[src/rtl/a_trace_readback_framer_pkg.sv]
// Shared definitions for the trace readback framer: FSM encoding, header layout and builder.
package a_trace_readback_framer_pkg;

    typedef enum logic [1:0] {
        IDLE = 2'd0,
        HDR  = 2'd1,
        PAY  = 2'd2,
        CKS  = 2'd3
    } state_t;

    localparam logic [3:0] HDR_TAG_DEF = 4'hA;

    // Header word layout: {tag[15:12], carte[11], fpga[10:7], id[6:3], seq[2:0]}
    localparam int HDR_TAG_LSB   = 12;
    localparam int HDR_CARTE_LSB = 11;
    localparam int HDR_FPGA_LSB  = 7;
    localparam int HDR_ID_LSB    = 3;

    function automatic logic [15:0] make_hdr(input logic [3:0] tag, input logic carte,
                                             input logic [3:0] fpga, input logic [3:0] id,
                                             input logic [2:0] seq);
        logic [15:0] h;
        h                       = '0;
        h[HDR_TAG_LSB +: 4]     = tag;
        h[HDR_CARTE_LSB]        = carte;
        h[HDR_FPGA_LSB +: 4]    = fpga;
        h[HDR_ID_LSB +: 4]      = id;
        h[2:0]                  = seq;
        return h;
    endfunction

endpackage

[src/rtl/a_trace_readback_framer_fifo.sv]
// First-word-fall-through synchronous FIFO buffering readback words ahead of the framer.
module a_trace_fifo #(
    parameter int AW = 3,
    parameter int W  = 16
) (
    input  logic         clk_ref,
    input  logic         rst,
    input  logic         clr,
    input  logic         wr,
    input  logic [W-1:0] din,
    input  logic         rd,
    output logic [W-1:0] dout,
    output logic [AW:0]  count,
    output logic         full,
    output logic         empty
);
    localparam int DEPTH = 2**AW;

    logic [W-1:0]  mem [DEPTH];
    logic [AW-1:0] wptr, rptr;
    logic          do_wr, do_rd;

    assign full  = (count == (AW+1)'(DEPTH));
    assign empty = (count == '0);
    assign do_wr = wr && !full;
    assign do_rd = rd && !empty;
    assign dout  = mem[rptr];

    always_ff @(posedge clk_ref) begin
        if (do_wr) mem[wptr] <= din;
    end

    always_ff @(posedge clk_ref or negedge rst) begin
        if (!rst) begin
            wptr  <= '0;
            rptr  <= '0;
            count <= '0;
        end else if (clr) begin
            wptr  <= '0;
            rptr  <= '0;
            count <= '0;
        end else begin
            if (do_wr) wptr <= wptr + 1'b1;
            if (do_rd) rptr <= rptr + 1'b1;
            count <= count + (AW+1)'(do_wr) - (AW+1)'(do_rd);
        end
    end

endmodule

[src/rtl/a_trace_readback_framer.sv]
// Frames trace readback words as header / FRAME_WORDS payload / XOR checksum on a valid-ready link.
module a_trace_readback_framer
    import a_trace_readback_framer_pkg::*;
#(
    parameter int         FRAME_WORDS = 16,
    parameter int         FIFO_AW     = 3,
    parameter int         BUSY_MARGIN = 2,
    parameter logic [3:0] HDR_TAG     = HDR_TAG_DEF
) (
    input  logic        clk_ref,
    input  logic        rst,
    input  logic        soft_init_i,
    input  logic        carte_i,
    input  logic [3:0]  fpga_i,
    input  logic [3:0]  id_i,
    input  logic [15:0] trce_data_i,
    input  logic        trce_dv_i,
    input  logic        flush_i,
    output logic        busi_o,
    output logic [15:0] tx_data_o,
    output logic        tx_dv_o,
    input  logic        tx_ready_i,
    output logic        ovf_o,
    output logic        frame_done_o
);
    localparam int             CW     = FIFO_AW + 1;
    localparam logic [CW-1:0]  DEPTH  = CW'(2**FIFO_AW);
    localparam logic [CW-1:0]  MARGIN = CW'(BUSY_MARGIN);
    localparam logic [7:0]     LAST   = 8'(FRAME_WORDS - 1);

    state_t        state, state_n;
    logic [15:0]   head, data_n, xsum, xsum_n;
    logic [CW-1:0] count, count_next;
    logic [7:0]    cnt, cnt_n;
    logic [2:0]    seq, seq_n;
    logic          push, pop, full, empty, accept, load;
    logic          dv_n, flush_q, flush_n, done_n;

    assign push       = trce_dv_i && !full;
    assign accept     = tx_dv_o && tx_ready_i;
    assign count_next = count + CW'(push) - CW'(pop);

    a_trace_fifo #(.AW(FIFO_AW), .W(16)) u_fifo (
        .clk_ref (clk_ref),
        .rst     (rst),
        .clr     (soft_init_i),
        .wr      (push),
        .din     (trce_data_i),
        .rd      (pop),
        .dout    (head),
        .count   (count),
        .full    (full),
        .empty   (empty)
    );

    // The output register holds the word in flight; a payload word leaves the FIFO when it is loaded.
    always_comb begin
        state_n = state;
        data_n  = tx_data_o;
        dv_n    = tx_dv_o;
        xsum_n  = xsum;
        cnt_n   = cnt;
        seq_n   = seq;
        done_n  = 1'b0;
        pop     = 1'b0;
        load    = 1'b0;
        flush_n = flush_q || (flush_i && (state != IDLE || count != '0));
        case (state)
            IDLE: if (count != '0 || flush_q) begin
                state_n = HDR;
                dv_n    = 1'b1;
                data_n  = make_hdr(HDR_TAG, carte_i, fpga_i, id_i, seq);
            end
            HDR: if (accept) begin
                xsum_n  = tx_data_o;
                cnt_n   = '0;
                state_n = PAY;
                load    = 1'b1;
            end
            PAY: if (accept) begin
                xsum_n = xsum ^ tx_data_o;
                cnt_n  = cnt + 8'd1;
                if (cnt == LAST) begin
                    state_n = CKS;
                    dv_n    = 1'b1;
                    data_n  = xsum ^ tx_data_o;
                end else begin
                    load = 1'b1;
                end
            end else if (!tx_dv_o) begin
                load = 1'b1;
            end
            CKS: if (accept) begin
                state_n = IDLE;
                dv_n    = 1'b0;
                data_n  = '0;
                seq_n   = seq + 3'd1;
                done_n  = 1'b1;
                flush_n = 1'b0;
            end
        endcase
        // Real data always wins over padding, so a flush only pads once the FIFO has drained.
        if (load) begin
            if (!empty) begin
                pop    = 1'b1;
                dv_n   = 1'b1;
                data_n = head;
            end else if (flush_n) begin
                dv_n   = 1'b1;
                data_n = '0;
            end else begin
                dv_n   = 1'b0;
            end
        end
    end

    always_ff @(posedge clk_ref or negedge rst) begin
        if (!rst) begin
            state        <= IDLE;
            tx_dv_o      <= 1'b0;
            tx_data_o    <= '0;
            xsum         <= '0;
            cnt          <= '0;
            seq          <= '0;
            flush_q      <= 1'b0;
            frame_done_o <= 1'b0;
            busi_o       <= 1'b0;
            ovf_o        <= 1'b0;
        end else if (soft_init_i) begin
            state        <= IDLE;
            tx_dv_o      <= 1'b0;
            tx_data_o    <= '0;
            xsum         <= '0;
            cnt          <= '0;
            seq          <= '0;
            flush_q      <= 1'b0;
            frame_done_o <= 1'b0;
            busi_o       <= 1'b0;
            ovf_o        <= 1'b0;
        end else begin
            state        <= state_n;
            tx_dv_o      <= dv_n;
            tx_data_o    <= data_n;
            xsum         <= xsum_n;
            cnt          <= cnt_n;
            seq          <= seq_n;
            flush_q      <= flush_n;
            frame_done_o <= done_n;
            busi_o       <= (DEPTH - count_next) <= MARGIN;
            ovf_o        <= ovf_o || (trce_dv_i && full);
        end
    end

endmodule
[config.mk]
export PLATFORM = sky130hd
export DESIGN_NAME = a_trace_readback_framer
export DESIGN_NICKNAME = d
export VERILOG_FILES = /design/src/rtl/a_trace_readback_framer_pkg.sv /design/src/rtl/a_trace_readback_framer_fifo.sv /design/src/rtl/a_trace_readback_framer.sv
export SDC_FILE = /design/constraint.sdc
export NUM_CORES = 1
export LEC_CHECK = 0
export BUFFER_PORTS_ARGS = -buffer_cell sky130_fd_sc_hd__buf_2
export CAP_MARGIN = 10
export CORE_ASPECT_RATIO = 0.75
export CORE_MARGIN = 3
export CORE_UTILIZATION = 28
export CTS_BUF_LIST = sky130_fd_sc_hd__clkbuf_16
export CTS_CLUSTER_DIAMETER = 150
export DETAILED_ROUTE_END_ITERATION = 6
export PLACE_DENSITY = 0.48
export SETUP_SLACK_MARGIN = 0.02
export SYNTH_ARGS = -nofsm -noshare
export SYNTH_HDL_FRONTEND = slang
export SYNTH_SLANG_ARGS = --single-unit
[constraint.sdc]
create_clock -name clk_ref -period 3.1 [get_ports clk_ref]
set_clock_uncertainty 0.1 [all_clocks]
set_input_delay 0.62 -clock clk_ref [delete_from_list [all_inputs] [get_ports clk_ref]]
set_output_delay 0.62 -clock clk_ref [all_outputs]
set_load 0.02 [all_outputs]
==> reports/qor.txt <==
Crit path required time: 3320 ps
Synth-to-Final Area Change: 17.11%
CP max FO: 6
Crit end category: register
Largest net degree at the start of global routing: 60
Die Y: 157.1 um
Final net count: 727
Initial Util: 28.88%
First-pass GRT wire length: 33440 um
Drt wl/cell: 20.10 um
Syn Area/Cell: 13.82 um^2
Status: completed
Mapped cell area: 8528 um^2
Setup TNS: 0 ps
Number of global-route vias before repair: 5602
Clock slew at the register clock pins of the worst setup and hold paths: 80 ps
Root Buffer: clkbuf_16
IR drop worst, VDD: 0.4304 mV
Max_slew headroom: 35.28%
Clock Latency Late Sink: 440 ps
Number of gates resized after CTS: 0
Hold endpoint: ovf_o
CTS H-tree lvls: 4
Via density: 5.030
Grt ovf: 0
Worst flop-to-flop path startpoint: cnt[4]
Die Wd: 207.5 um
Post-cts hold buffer count: 1
Fill count: 2820
Via count: 5437
Clk sink count: 188
PortBufs: 50
Worst hold stages: 3
Initial antenna violation count: 2
Main synth FF type: edfxtp_1
Pleak: 3.542 nW
Netlist cell types: 49
Synth async-reset ratio: 31.91%
Mapped Cells: 617
Beginning of the critical path: cnt[4]
N_diodes: 0
Final Power: 7.577 mW
Sequential area share after synthesis: 62.68%
CP arrival: 3070 ps
Synth Register Bits: 188
Placer Congestion: 0.7436
Min cycle time layout: 2848 ps
Core area: 29530 um^2
R2r worst-path depth: 9
Maximum clock frequency: 0.3511 GHz
Reg2Reg Setup Slack: 250 ps
Period utilisation layout: 91.87%
Pwr dens: 758.6 nW/um^2
RSZ-0062 raised after global routing: false
Final WL: 21720 um
Clk buf depth: 2
Crit path kind: reg -> reg
Syn_nets: 668
Share of layout cells above drive strength 1: 22.79%
Number of synthesized flops with an enable pin: 128
1st-iter DRT viols: 370
CTS tree: done
Worst Hold Launch: trce_dv_i
Num ports: 51
# DRC: 0
Count of TritonRoute iterations in the first routing pass: 5
DPL Wire Length: 13690 um
Post-CTS Setup Inserts: 0
Worst Hold Class: in -> reg
Setup-failing EPs final: 0
Kind of start point of the critical path: register
Max-slew violation count: 0
YS warnings: 0
DIE AREA: 32610 um^2
Max Cap Viol: 0
Slew @ Worst Pin: 970.7 ps
Routed Antenna Nets: 0
Row count: 54
CTS Buf Count: 17
Global-route usage over all layers: 13.50%
R2R Path End: u_fifo.count[2]
Fin. Hold Viols: 0
[cells in the mapped netlist, types with 6 or more instances]
cell type | instances | area, um^2
a221oi_1 | 14 | 122.6
o41ai_1 | 14 | 122.6
a21boi_0 | 13 | 97.59
o22ai_1 | 17 | 106.4
mux2i_1 | 20 | 200.2
nor2_1 | 40 | 150.1
and3_1 | 6 | 37.54
edfxtp_1 | 128 | 3844
a21oi_1 | 27 | 135.1
inv_1 | 13 | 48.80
nand2b_1 | 6 | 37.54
clkbuf_1 | 33 | 123.9
dfrtp_1 | 60 | 1501
ha_1 | 18 | 225.2
o21ai_0 | 22 | 110.1
mux4_2 | 32 | 720.7
nand3_1 | 20 | 100.1
nand2_1 | 40 | 150.1
nor3_1 | 7 | 35.03
nor2b_1 | 32 | 200.2
[final cells by class]
class	instances	area [um^2]	share of cell area, %
Clock buffer	17	425.4	4.260
Clock inverter	15	168.9	1.691
Inverter	13	48.80	0.4886
Multi-Input combinational cell	376	3004	30.08
Sequential cell	188	5346	53.53
Tap cell	392	490.5	4.911
Timing Repair Buffer	80	503.0	5.036
[worst max-delay path, stage by stage, from the launching register on]
cell and delay (ps):
dfrtp_1 430, or4_1 570, o2111ai_1 250, a22oi_1 170
ha_1 310, inv_1 40, ha_1 210, fa_1 410
xnor2_1 180, nor2_1 50
[through the flow]
stage	util, %	area (um^2)	instances	setup slack [ps]	hold WS (ps)
floorplan	-	8528	617	205.9	224.4
global placement	31.78	9383	1048	293.8	330.8
detailed placement	31.78	9383	1048	259.8	334.7
CTS	33.82	9987	1081	240.2	320.0
global route	33.82	9987	1081	73.24	341.7
finish	33.82	9987	1081	251.9	342.6
[worst max path at each step]
stage / to / slack, ps / cells after the start
floorplan: u_fifo.mem[0][0] / 210 / 5
detailed placement: u_fifo.count[2] / 260 / 9
global placement: u_fifo.count[2] / 290 / 9
CTS: u_fifo.count[2] / 240 / 9
finish: u_fifo.count[2] / 250 / 9
global route: u_fifo.count[2] / 70 / 9
[flip-flops by register name, summed over array words and instances, names as in the netlist]
signal	cells
u_fifo.rptr	3
u_fifo.wptr	3
xsum	16
state	2
frame_done_o	1
u_fifo.count	4
tx_data_o	16
seq	3
ovf_o	1
u_fifo.mem	128
cnt	8
busi_o	1
tx_dv_o	1
flush_q	1
[kinds of logic (layout without fill, tap and decap cells)]
family | after synthesis | in the layout | synth area share, %
xor+xnor | 7 | 7 | 0.7189
simple gates | 164 | 164 | 9.625
buf+inv | 53 | 125 | 2.494
mux | 53 | 53 | 10.93
flops | 188 | 188 | 62.68
fa+ha+maj | 20 | 20 | 3.110
compound gates | 132 | 132 | 10.45
[power breakdown]
group          internal, mW  switching [mW]  total [mW]  leakage, nW
Clock                  1.20            1.01        2.21        0.294
Sequential             2.93           0.223        3.15         1.98
Combinational         0.897            1.32        2.21         1.26
[routing by layer]
| metal | GRT usage [%] | part of all wire (%) | up-vias | wire length [um] |
|---|---|---|---|---|
| met5 | 0 | 0.16 | - | 34 |
| met4 | 3.553 | 1.4 | 4 | 297 |
| met3 | 3.168 | 4.6 | 26 | 995 |
| met2 | 22.28 | 48 | 116 | 10460 |
| met1 | 18.12 | 46 | 2801 | 9933 |
| li1 | - | - | 2490 | - |
[placed cells by master (no fill, tap or decap), types with 21 or more instances in the layout]
master,Yosys,layout
edfxtp_1,128,128
dfrtp_1,60,59
buf_2,3,50
nor2_1,40,40
nand2_1,40,40
nor2b_1,32,32
mux4_2,32,32
a21oi_1,27,27
buf_4,0,27
o21ai_0,22,21
Power figures use the tool's default switching activity.
